$ cat src/rtl/ntt_delay_line.sv
// ---------------------------------------------------------------------------
// ntt_delay_line
//
// Purpose
//   Multi-lane programmable delay line used to align butterfly operands
//   between the multiplier/butterfly pipeline stages of an NTT/INTT stage.
//   All LANES coefficient lanes share one address counter and one RAM word,
//   so the lanes always stay in lock-step.
//
//   The delay D is counted in enabled cycles (en=1). Stalled cycles freeze
//   the whole line. flush clears the fill/valid tracking synchronously.
//
// Implementation
//   D = 0  : combinational passthrough (out_valid = in_valid & en).
//   D = 1  : a single output register written on enabled edges.
//   D >= 2 : a RAM of D-1 {valid,data} words plus the output register.
//            Each enabled edge reads the word at addr into the output
//            register and then overwrites that word with the current input
//            (read-before-write), so a word makes one full lap of D-1
//            entries plus one register stage = D enabled cycles.
//
// Valid semantics
//   There is no backpressure. in_valid qualifies in_data on an enabled,
//   non-flush edge; out_valid qualifies out_data while it is high and
//   out_data carries no meaning while out_valid is low. A fill counter
//   keeps out_valid low until D enabled edges have been seen since
//   reset/flush, so stale RAM contents can never appear as valid data.
//
// Build option
//   NTT_DELAY_PROG_EN : when defined, the delay is runtime programmable
//   through delay_cfg (registered every cycle, clamped to MAX_DELAY, reset
//   value DELAY). A change of the registered delay flushes the line on the
//   same edge that loads it. The RAM is then sized MAX_DELAY-1.
//   When undefined, delay_cfg does not exist, D = DELAY and the RAM is
//   sized DELAY-1.
//
// Ports
//   clk        in   1              rising-edge clock
//   rst_n      in   1              asynchronous active-low reset
//   en         in   1              advance the line this cycle; 0 = stall
//   flush      in   1              synchronous clear of fill/valid state
//   delay_cfg  in   DW             runtime delay (NTT_DELAY_PROG_EN only)
//   in_valid   in   1              lane data valid
//   in_data    in   LANES x WIDTH  lane data
//   out_valid  out  1              delayed valid
//   out_data   out  LANES x WIDTH  delayed data
//   filled     out  1              D enabled edges seen since reset/flush
// ---------------------------------------------------------------------------
module ntt_delay_line #(
    parameter int WIDTH     = 12,
    parameter int LANES     = 2,
    parameter int MAX_DELAY = 64,
    parameter int DELAY     = 16
) (
    input  logic                                clk,
    input  logic                                rst_n,
    input  logic                                en,
    input  logic                                flush,
`ifdef NTT_DELAY_PROG_EN
    input  logic [$clog2(MAX_DELAY+1)-1:0]      delay_cfg,
`endif
    input  logic                                in_valid,
    input  logic [LANES-1:0][WIDTH-1:0]         in_data,
    output logic                                out_valid,
    output logic [LANES-1:0][WIDTH-1:0]         out_data,
    output logic                                filled
);

    // Width of delay values and of the fill counter.
    localparam int DW = $clog2(MAX_DELAY + 1);
    // One RAM word holds the valid bit above all lane data.
    localparam int EW = LANES * WIDTH + 1;

`ifdef NTT_DELAY_PROG_EN
    localparam bit HAS_RAM   = 1'b1;
    localparam int RAM_DEPTH = MAX_DELAY - 1;
`else
    localparam bit HAS_RAM   = (DELAY >= 2);
    localparam int RAM_DEPTH = (DELAY >= 2) ? DELAY - 1 : 1;
`endif
    localparam int AW = (RAM_DEPTH > 1) ? $clog2(RAM_DEPTH) : 1;

    // Elaboration-time parameter checks.
    if (MAX_DELAY < 2) begin : g_bad_max
        $error("ntt_delay_line: MAX_DELAY must be at least 2");
    end
    if (DELAY < 0 || DELAY > MAX_DELAY) begin : g_bad_delay
        $error("ntt_delay_line: DELAY must lie in 0..MAX_DELAY");
    end

    // ------------------------------------------------------------------
    // Active delay and effective flush
    // ------------------------------------------------------------------
    logic [DW-1:0] d_w;    // active delay D
    logic          clr;    // flush request for this edge (explicit or reconfig)

`ifdef NTT_DELAY_PROG_EN
    logic [DW-1:0] d_q;
    logic [DW-1:0] d_d;
    logic          cfg_chg;

    // Out-of-range requests saturate at the largest supported delay.
    assign d_d     = (delay_cfg > DW'(MAX_DELAY)) ? DW'(MAX_DELAY) : delay_cfg;
    // The edge that loads a new delay also restarts the line, so no sample
    // written under the old delay can emerge under the new one.
    assign cfg_chg = (d_d != d_q);

    always_ff @(posedge clk or negedge rst_n) begin
        if (!rst_n) begin
            d_q <= DW'(DELAY);
        end else begin
            d_q <= d_d;
        end
    end

    assign d_w = d_q;
    assign clr = flush | cfg_chg;
`else
    assign d_w = DW'(DELAY);
    assign clr = flush;
`endif

    // ------------------------------------------------------------------
    // Storage: RAM of {valid,data} words with a wrapping address counter
    // ------------------------------------------------------------------
    logic [EW-1:0] rd_word;   // word at the current address, before write

    if (HAS_RAM) begin : g_ram
        logic [EW-1:0] ram_q [RAM_DEPTH];
        logic [AW-1:0] addr_q;
        logic [AW-1:0] addr_d;
        logic          ram_we;

        always_comb begin
            addr_d = addr_q;
            ram_we = 1'b0;
            if (clr) begin
                addr_d = '0;
            end else if (en && (d_w >= DW'(2))) begin
                ram_we = 1'b1;
                // Only D-1 words are in use, so wrap after address D-2.
                if (DW'(addr_q) == (d_w - DW'(2))) begin
                    addr_d = '0;
                end else begin
                    addr_d = addr_q + AW'(1);
                end
            end
        end

        always_ff @(posedge clk or negedge rst_n) begin
            if (!rst_n) begin
                addr_q <= '0;
            end else begin
                addr_q <= addr_d;
            end
        end

        // RAM contents are deliberately not reset; the fill counter hides
        // whatever they hold until they have been rewritten.
        always_ff @(posedge clk) begin
            if (ram_we) begin
                ram_q[addr_q] <= {in_valid, in_data};
            end
        end

        assign rd_word = ram_q[addr_q];
    end else begin : g_no_ram
        assign rd_word = '0;
    end

    // ------------------------------------------------------------------
    // Output register and fill tracking
    // ------------------------------------------------------------------
    logic [DW-1:0]               fill_q;
    logic [DW-1:0]               fill_d;
    logic [LANES-1:0][WIDTH-1:0] out_data_q;
    logic [LANES-1:0][WIDTH-1:0] out_data_d;
    logic                        out_vld_q;
    logic                        out_vld_d;

    always_comb begin
        fill_d     = fill_q;
        out_data_d = out_data_q;
        out_vld_d  = out_vld_q;
        if (clr) begin
            // out_data is left alone: it is meaningless while invalid.
            fill_d    = '0;
            out_vld_d = 1'b0;
        end else if (en) begin
            if (fill_q < d_w) begin
                fill_d = fill_q + DW'(1);
            end
            if (d_w == DW'(1)) begin
                out_data_d = in_data;
                out_vld_d  = in_valid;
            end else if (d_w >= DW'(2)) begin
                out_data_d = rd_word[EW-2:0];
                out_vld_d  = rd_word[EW-1];
            end
        end
    end

    always_ff @(posedge clk or negedge rst_n) begin
        if (!rst_n) begin
            fill_q     <= '0;
            out_data_q <= '0;
            out_vld_q  <= 1'b0;
        end else begin
            fill_q     <= fill_d;
            out_data_q <= out_data_d;
            out_vld_q  <= out_vld_d;
        end
    end

    // With D=0 the fill counter stays at 0, so filled reads 1 permanently.
    assign filled = (fill_q == d_w);

    always_comb begin
        if (d_w == '0) begin
            out_data  = in_data;
            out_valid = in_valid & en;
        end else begin
            out_data  = out_data_q;
            out_valid = out_vld_q & filled;
        end
    end

endmodule

$ cat config.mk
export PLATFORM = sky130hd
export DESIGN_NAME = ntt_delay_line
export DESIGN_NICKNAME = d
export VERILOG_FILES = /design/src/rtl/ntt_delay_line.sv
export SDC_FILE = /design/constraint.sdc
export NUM_CORES = 1
export LEC_CHECK = 0
export CAP_MARGIN = 10
export CORE_ASPECT_RATIO = 1.5
export CORE_MARGIN = 2
export CORE_UTILIZATION = 61
export DETAILED_ROUTE_END_ITERATION = 7
export GPL_TIMING_DRIVEN = 0
export PLACE_DENSITY_LB_ADDON = 0.08
export SYNTH_ARGS = -nofsm -noshare
export SYNTH_HDL_FRONTEND = slang
export SYNTH_SLANG_ARGS = --single-unit
$ cat constraint.sdc
create_clock -name clk -period 4.8 [get_ports clk]
set_input_delay 0.96 -clock clk [delete_from_list [all_inputs] [get_ports clk]]
set_output_delay 0.96 -clock clk [all_outputs]
set_load 0.01 [all_outputs]
==> flow_metrics.py, run 1 <==
metrics = {
    "status": {
        "status": "complete, no violations",
    },
    "pwr": {
        "leakage_nw": 5.96,
        "vdd_drop_max_uv": 322,
        "pwr_density_cell_nw_per_um2": 402,
    },
    "synthesis": {
        "ys.warnings.count": 0,
        "synthArstFlopShare_pct": 8.76,
        "synth-simple-area-share_pct": 3.15,
        "ys_seq_area_share_pct": 77.2,
        "synth_cell_types": 41,
        "synth_adder_area_share_pct": 0.159,
        "synth.top_cell.area_share_pct": 71.5,
        "synth_edf_count": 375,
        "synth_top_family_by_area": "multiplexers",
        "yosysTopAreaCell": "edfxtp_1",
        "synth.area.top_cells": "edfxtp_1 (72%), mux4_2 (6.7%), dfrtp_1 (5.7%)",
        "post_synth_mux_area_share_pct": 12.1,
        "synth_cells": 835,
        "syn_area_um2": 15700,
        "syn_nets": 866,
        "synth-xor-area-share_pct": 0.167,
        "synth_seq_cells": 411,
        "synth_ff_type": "edfxtp_1",
        "syn_area_per_cell_um2": 18.9,
        "synth_compound_area_share_pct": 5.09,
    },
    "clock_network": {
        "path_clk_slew_ns": 0.06,
        "clock-sinks": 411,
        "cts-hold-fix-buffers": 0,
        "ctsRootBufferMaster": "clkbuf_16",
        "cts_resized": 0,
        "cts-htree-levels": 2,
        "cts_setup_buffers": 0,
        "cts_tree": "yes",
        "clk_path_buf_depth": 3,
        "clk_latency_ns": 0.54,
        "cts_buffers": 37,
    },
    "cells_and_area": {
        "diodes": 0,
        "finalInstanceArea_um2": 18400,
        "layout.nets": 984,
        "final_cells": 1314,
        "drive_above_1_share_pct": 18.5,
        "syn_to_final_growth_pct": 16.6,
    },
    "timing": {
        "rsz0062_at_grt": "false",
        "setup-violations-final": 0,
        "relSlewSlack_pct": 33.0,
        "timing.fmax_ghz": 0.258,
        "hold_violations": 0,
        "tightest_slew_ns": 1.00,
        "fin_crit_sh_pct": 80.6,
        "maxSlewViolCount": 0,
        "fin_skew_ns": 0.0153,
        "finalCriticalPeriod_ns": 3.87,
        "worst_slack_ns": 0.931,
    },
    "setup_path": {
        "crit_slowest_cell": "clkbuf_1",
        "cp-start-kind": "primary input",
        "cpPeakStageDelay_ns": 0.63,
        "path_max_fanout": 10,
        "worstPathArrival_ns": 4.10,
        "critical_path_class": "primary input to register",
        "crit_family": "buffers and inverters",
        "worstPathRequired_ns": 5.03,
        "end_kind": "register",
        "critPathBufInv": 5,
        "cp_cell_sequence": "clkdlybuf4s50_1, nor2b_1, clkbuf_1, clkbuf_1, nand2_1, nor3_2, buf_6, buf_6",
    },
    "placement": {
        "hpwlAfterDp_um": 23600,
        "place.gp.congestion": 0.837,
        "dp_slack_ns": 0.477,
        "numPortBuffers": 54,
        "placedCellCount": 1247,
        "dpl_cell_area_um2": 17200,
    },
    "floorplan": {
        "die_area_um2": 27100,
        "core_um2": 25600,
        "io_pins": 55,
        "row_count": 72,
        "die_w_um": 135,
        "start_util_pct": 61.5,
        "die_h_um": 201,
    },
    "detailed_routing": {
        "drt-total-wl_um": 35300,
        "drt_pass1_iterations": 5,
        "drt_iter0_markers": 709,
        "vias": 8330,
        "vias_per_cell": 6.34,
        "wire_per_inst_um": 26.9,
        "ant_nets": 0,
        "drc_errors": 0,
    },
    "worst_hold_path": {
        "hp-class": "primary input to async pin",
    },
    "grt": {
        "grt_pass1_vias": 8925,
        "grt_pass1_wl_um": 53000,
        "grt_usage_pct": 26.9,
        "antenna_found_initial": 0,
        "grt_overflow": 0,
        "grt_max_degree": 26,
    },
    "run": {
        "cap_violations": 0,
    },
}
==> final timing paths <==
kind / depth (start not counted) / slack [ns] / end / from
max in group asynchronous: 2 / 3.89 / out_data[22]$_DFFE_PN0P_ / rst_n
worst max register to register: 7 / 1.92 / g_ram.ram_q[9][3]$_DFFE_PP_ / g_ram.addr_q[1]$_DFFE_PN0P_
min in group clk: 2 / 0.56 / out_data[23]$_DFFE_PN0P_ / out_data[23]$_DFFE_PN0P_
worst max-delay path: 8 / 0.93 / g_ram.ram_q[1][5]$_DFFE_PP_ / en
worst min register to register: 2 / 0.56 / out_data[23]$_DFFE_PN0P_ / out_data[23]$_DFFE_PN0P_
worst min-delay path: 1 / 0.38 / out_data[18]$_DFFE_PN0P_ / rst_n
==> cell usage after synthesis (2+ instances only) <==
master and instances:
mux2_2 2, a31oi_1 26, buf_4 6, dfrtp_1 36
o21ai_0 3, buf_6 8, nor3_1 6, a22oi_1 25
o22ai_1 24, ha_1 2, nor2_1 44, nand2b_1 5
clkbuf_1 16, nand3_1 2, edfxtp_1 375, nand2_1 33
buf_2 16, mux4_1 2, nor2b_1 7, buf_8 3
o21ai_1 23, inv_1 2, mux4_2 47, a21oi_1 27
mux2i_1 77, and2_1 2, xor2_1 2
==> registers in the layout, summed over array words and instances, names as in the netlist <==
register and cells:
g_ram.ram_q 375, fill_q 7, out_data 24, out_vld_q 1, g_ram.addr_q 4
==> worst register-to-register path, cell delays in order (launching register included) <==
cell,delay (ns)
dfrtp_1,0.38
buf_2,0.22
buf_6,0.18
buf_4,0.20
buf_2,0.22
nor4_2,0.87
buf_4,0.31
buf_4,0.20
==> power by group <==
part	leakage [nW]	switching, W	total, W	internal (W)
logic	1.57	0.000262	0.000483	0.000221
registers	3.81	0.0000293	0.00399	0.00396
clock network	0.592	0.00126	0.00291	0.00165
total	5.96	0.00155	0.00738	0.00583
==> logic make-up (layout without fill, tap and decap cells) <==
logic type | after synthesis | in the layout
xor gates and xnor gates | 3 | 3
muxes | 128 | 128
DFF | 411 | 411
and+or+nand+nor | 107 | 107
AOI/OAI and AO/OA | 132 | 132
adders and majority gates | 2 | 2
buffers and inverters | 52 | 198
==> cell type report <==
type / count / area, um2
repair buffers: 79 / 901
well taps: 333 / 417
inverters: 2 / 7.51
clock buffers: 43 / 991
plain buffers: 50 / 324
clock inverters: 24 / 199
fillers: 1606 / 7230
flip-flops and latches: 411 / 12200
multi-input cells: 372 / 3350
==> routing by layer <==
| layer | share of wire [%] | up-vias | track usage [%] |
|---|---|---|---|
| met5 | 0 | - | 0 |
| met4 | 4.1 | 0 | 11.6 |
| met3 | 5.0 | 108 | 4.04 |
| met2 | 54 | 319 | 46.8 |
| met1 | 37 | 4323 | 33.7 |
| li1 | - | 3580 | - |
==> cell usage in the layout (no fill, tap or decap), types with 2 or more instances in the layout <==
| cell type | instances |
|---|---|
| dfrtp_1 | 36 |
| buf_4 | 12 |
| nor2b_1 | 7 |
| clkbuf_16 | 39 |
| mux2_2 | 2 |
| and2_1 | 2 |
| clkinv_2 | 11 |
| buf_8 | 3 |
| clkinv_1 | 7 |
| inv_1 | 2 |
| o21ai_0 | 3 |
| nor2_4 | 9 |
| clkbuf_1 | 20 |
| o21ai_1 | 23 |
| buf_16 | 6 |
| o22ai_1 | 24 |
| nor3_2 | 5 |
| nand3_1 | 2 |
| nor2_1 | 35 |
| mux4_2 | 47 |
| buf_6 | 20 |
| buf_2 | 17 |
| a21oi_1 | 27 |
| a22oi_1 | 25 |
| clkdlybuf4s50_1 | 53 |
| ha_1 | 2 |
| nand2_1 | 33 |
| a31oi_1 | 26 |
| mux4_1 | 2 |
| xor2_1 | 2 |
| edfxtp_1 | 375 |
| mux2i_1 | 77 |
| nand2b_1 | 5 |
| bufinv_16 | 3 |
==> metrics by stage <==
stage | utilization, % | power (W) | setup TNS (ns) | hold slack, ns
detailed placement | 67.1 | 0.00455 | 0 | 0.553
finish | 71.7 | 0.00738 | 0 | 0.381
global placement | 65.3 | 0.00452 | -334.59 | 0.529
floorplan | - | 0.00432 | 0 | 0.507
global route | 71.7 | 0.00759 | 0 | 0.408
CTS | 71.7 | 0.00742 | 0 | 0.385
(Power assumes the default switching activity.)
==> run 2, diff against run 1 <==
- CORE_UTILIZATION: 61 -> 55
- clock period: 4.8 -> 3.18 ns (I/O delays scaled with it)
==> run 2 against run 1 <==
Effect of this change:
- flip-flop and latch count did not move
- sequential share of layout area fell by 0.27 points
- non-clock buffer count fell by 6
- setup slack got worse by 0.75 ns
- utilization fell by 6.1 points
- register-to-register slack got worse by 1.6 ns
- cell area rose by 0.41%
- first-iteration DRC count rose by 1.1%
- critical path type unchanged
- count of clock-buffer cells in the layout rose by 10
- cell count rose by 0.91%
==> flow_metrics.py, run 2 (same netlist as run 1, synthesis figures left out) <==
metrics = {
    "status": {
        "status": "complete, no violations",
    },
    "grt": {
        "grt_pass1_wl_um": 53200,
        "antenna_found_initial": 0,
        "grt_overflow": 0,
        "grt_max_degree": 26,
        "grt_pass1_vias": 8830,
        "grt_usage_pct": 24.4,
    },
    "timing": {
        "rsz0062_at_grt": "false",
        "relSlewSlack_pct": 33.9,
        "maxSlewViolCount": 0,
        "fin_crit_sh_pct": 94.3,
        "worst_hold_slack_ns": 0.0633,
        "finalCriticalPeriod_ns": 3.00,
        "setup-violations-final": 0,
        "hold_violations": 0,
        "final.setup.tns_ns": 0,
        "fin_skew_ns": 0.0128,
        "timing.fmax_ghz": 0.334,
        "tightest_slew_ns": 0.988,
    },
    "clock_network": {
        "cts-hold-fix-buffers": 0,
        "ctsRootBufferMaster": "clkbuf_16",
        "cts_tree": "yes",
        "path_clk_slew_ns": 0.06,
        "cts_buffers": 40,
        "clk_latency_ns": 0.54,
        "cts-htree-levels": 2,
        "clock-sinks": 411,
        "clk_path_buf_depth": 3,
    },
    "setup_path": {
        "worstRegToRegCells": 6,
        "path_max_fanout": 14,
        "regToRegEndpoint": "g_ram.ram_q[14][7]$_DFFE_PP_",
        "critical_path_class": "primary input to register",
        "r2r_start": "g_ram.addr_q[1]$_DFFE_PN0P_",
        "worstPathArrival_ns": 3.24,
        "end_kind": "register",
        "ff2ff_setup_slack_ns": 0.29,
        "cp-start-kind": "primary input",
        "worstPathRequired_ns": 3.42,
    },
    "cells_and_area": {
        "layout_commonest_cell": "edfxtp_1",
        "largest_reg_flops": 375,
        "layout.nets": 982,
        "drive_above_1_share_pct": 17.9,
        "diodes": 0,
        "top_register": "g_ram.ram_q",
        "layout_common_cells": "edfxtp_1 (375), mux2i_1 (77), clkdlybuf4s50_1 (53)",
        "syn_to_final_growth_pct": 17.0,
    },
    "detailed_routing": {
        "vias_per_cell": 6.21,
        "drc_errors": 0,
        "drt-total-wl_um": 35500,
        "ant_nets": 0,
        "drt_iter0_markers": 717,
        "wire_per_inst_um": 26.8,
        "drt_pass1_iterations": 5,
        "vias": 8238,
    },
    "floorplan": {
        "row_count": 75,
        "die_h_um": 211,
        "core_um2": 28100,
        "die_area_um2": 30000,
        "die_w_um": 142,
        "io_pins": 55,
        "start_util_pct": 56.1,
    },
    "placement": {
        "hpwlAfterDp_um": 23400,
        "place.gp.congestion": 0.801,
        "numPortBuffers": 54,
    },
    "pwr": {
        "vdd_drop_max_uv": 594,
        "pwr_density_cell_nw_per_um2": 604,
        "leakage_nw": 5.94,
    },
    "run": {
        "cap_violations": 0,
    },
    "worst_hold_path": {
        "hp-class": "primary input to async pin",
    },
}
## run 2: changes by cell type in the layout (fill, tap and decap cells not counted), moves of 3 or more
cell       change
buf_16         +3
clkbuf_16      +3
bufinv_16      -3
nor3_2         -3
buf_6          -7
clkbuf_1       +5
clkinv_2       -4
buf_4          -4
nor3_4         +3
## run 2: repair_timing
action	CTS	global route
buffers inserted	3	0
resized for setup	2	0
setup endpoints to repair	178	0
## run 2: how the worst max path moves through the flow
stage | from | slack, ns | depth (start not counted) | to
final | en | 0.18 | 7 | g_ram.ram_q[3][5]$_DFFE_PP_
after global routing | flush | 0.11 | 7 | g_ram.ram_q[3][10]$_DFFE_PP_
after CTS | flush | 0.17 | 6 | g_ram.ram_q[12][17]$_DFFE_PP_
after detailed placement | en | -1.02 | 7 | g_ram.ram_q[1][6]$_DFFE_PP_
after global placement | en | -2.49 | 4 | g_ram.ram_q[11][7]$_DFFE_PP_
after floorplan | en | -0.09 | 3 | g_ram.ram_q[11][0]$_DFFE_PP_
## run 2: area by class of cell
type                            count  area (um2)
Tap cell                          346         433
Fill cell                        1889        9630
Clock inverter                     18         100
Timing Repair Buffer               73         910
Clock buffer                       53        1100
Buffer                             50         325
Inverter                            2        7.51
Multi-Input combinational cell    373        3390
Sequential cell                   411       12200
## run 2: routing by layer
| layer | part of all wire [%] | vias to the layer above | global-route usage (%) | wire, um |
|---|---|---|---|---|
| met3 | 4.4 | 92 | 3.70 | 1560 |
| met4 | 3.5 | 0 | 9.62 | 1240 |
| met5 | 0 | - | 0 | 0 |
| li1 | - | 3593 | - | - |
| met1 | 38 | 4293 | 29.6 | 13300 |
| met2 | 55 | 260 | 44.0 | 19400 |
## run 2: metrics by stage
| step | cell area, um2 | setup slack [ns] | utilization, % | cells | total power [W] |
|---|---|---|---|---|---|
| after global placement | 16700 | -2.49 | 59.7 | 1235 | 0.00683 |
| after CTS | 18400 | 0.169 | 65.7 | 1326 | 0.0112 |
| after detailed placement | 17200 | -1.02 | 61.2 | 1251 | 0.00688 |
| final | 18400 | 0.182 | 65.7 | 1326 | 0.0111 |
| after floorplan | 15800 | -0.0890 | - | 835 | 0.00652 |
| after global routing | 18400 | 0.112 | 65.7 | 1326 | 0.0115 |
## run 2: critical path, cell delays in order
cell             delay, ns
clkdlybuf4s50_1       0.50
nor2b_1               0.18
clkbuf_1              0.33
clkbuf_2              0.40
nand2_1               0.35
nor2_4                0.57
buf_16                0.23
## run 2: power breakdown
group | total, W | internal [W] | switching, W
Sequential | 0.00602 | 0.00598 | 0.0000406
Combinational | 0.000735 | 0.000337 | 0.000398
Clock | 0.00438 | 0.00244 | 0.00193
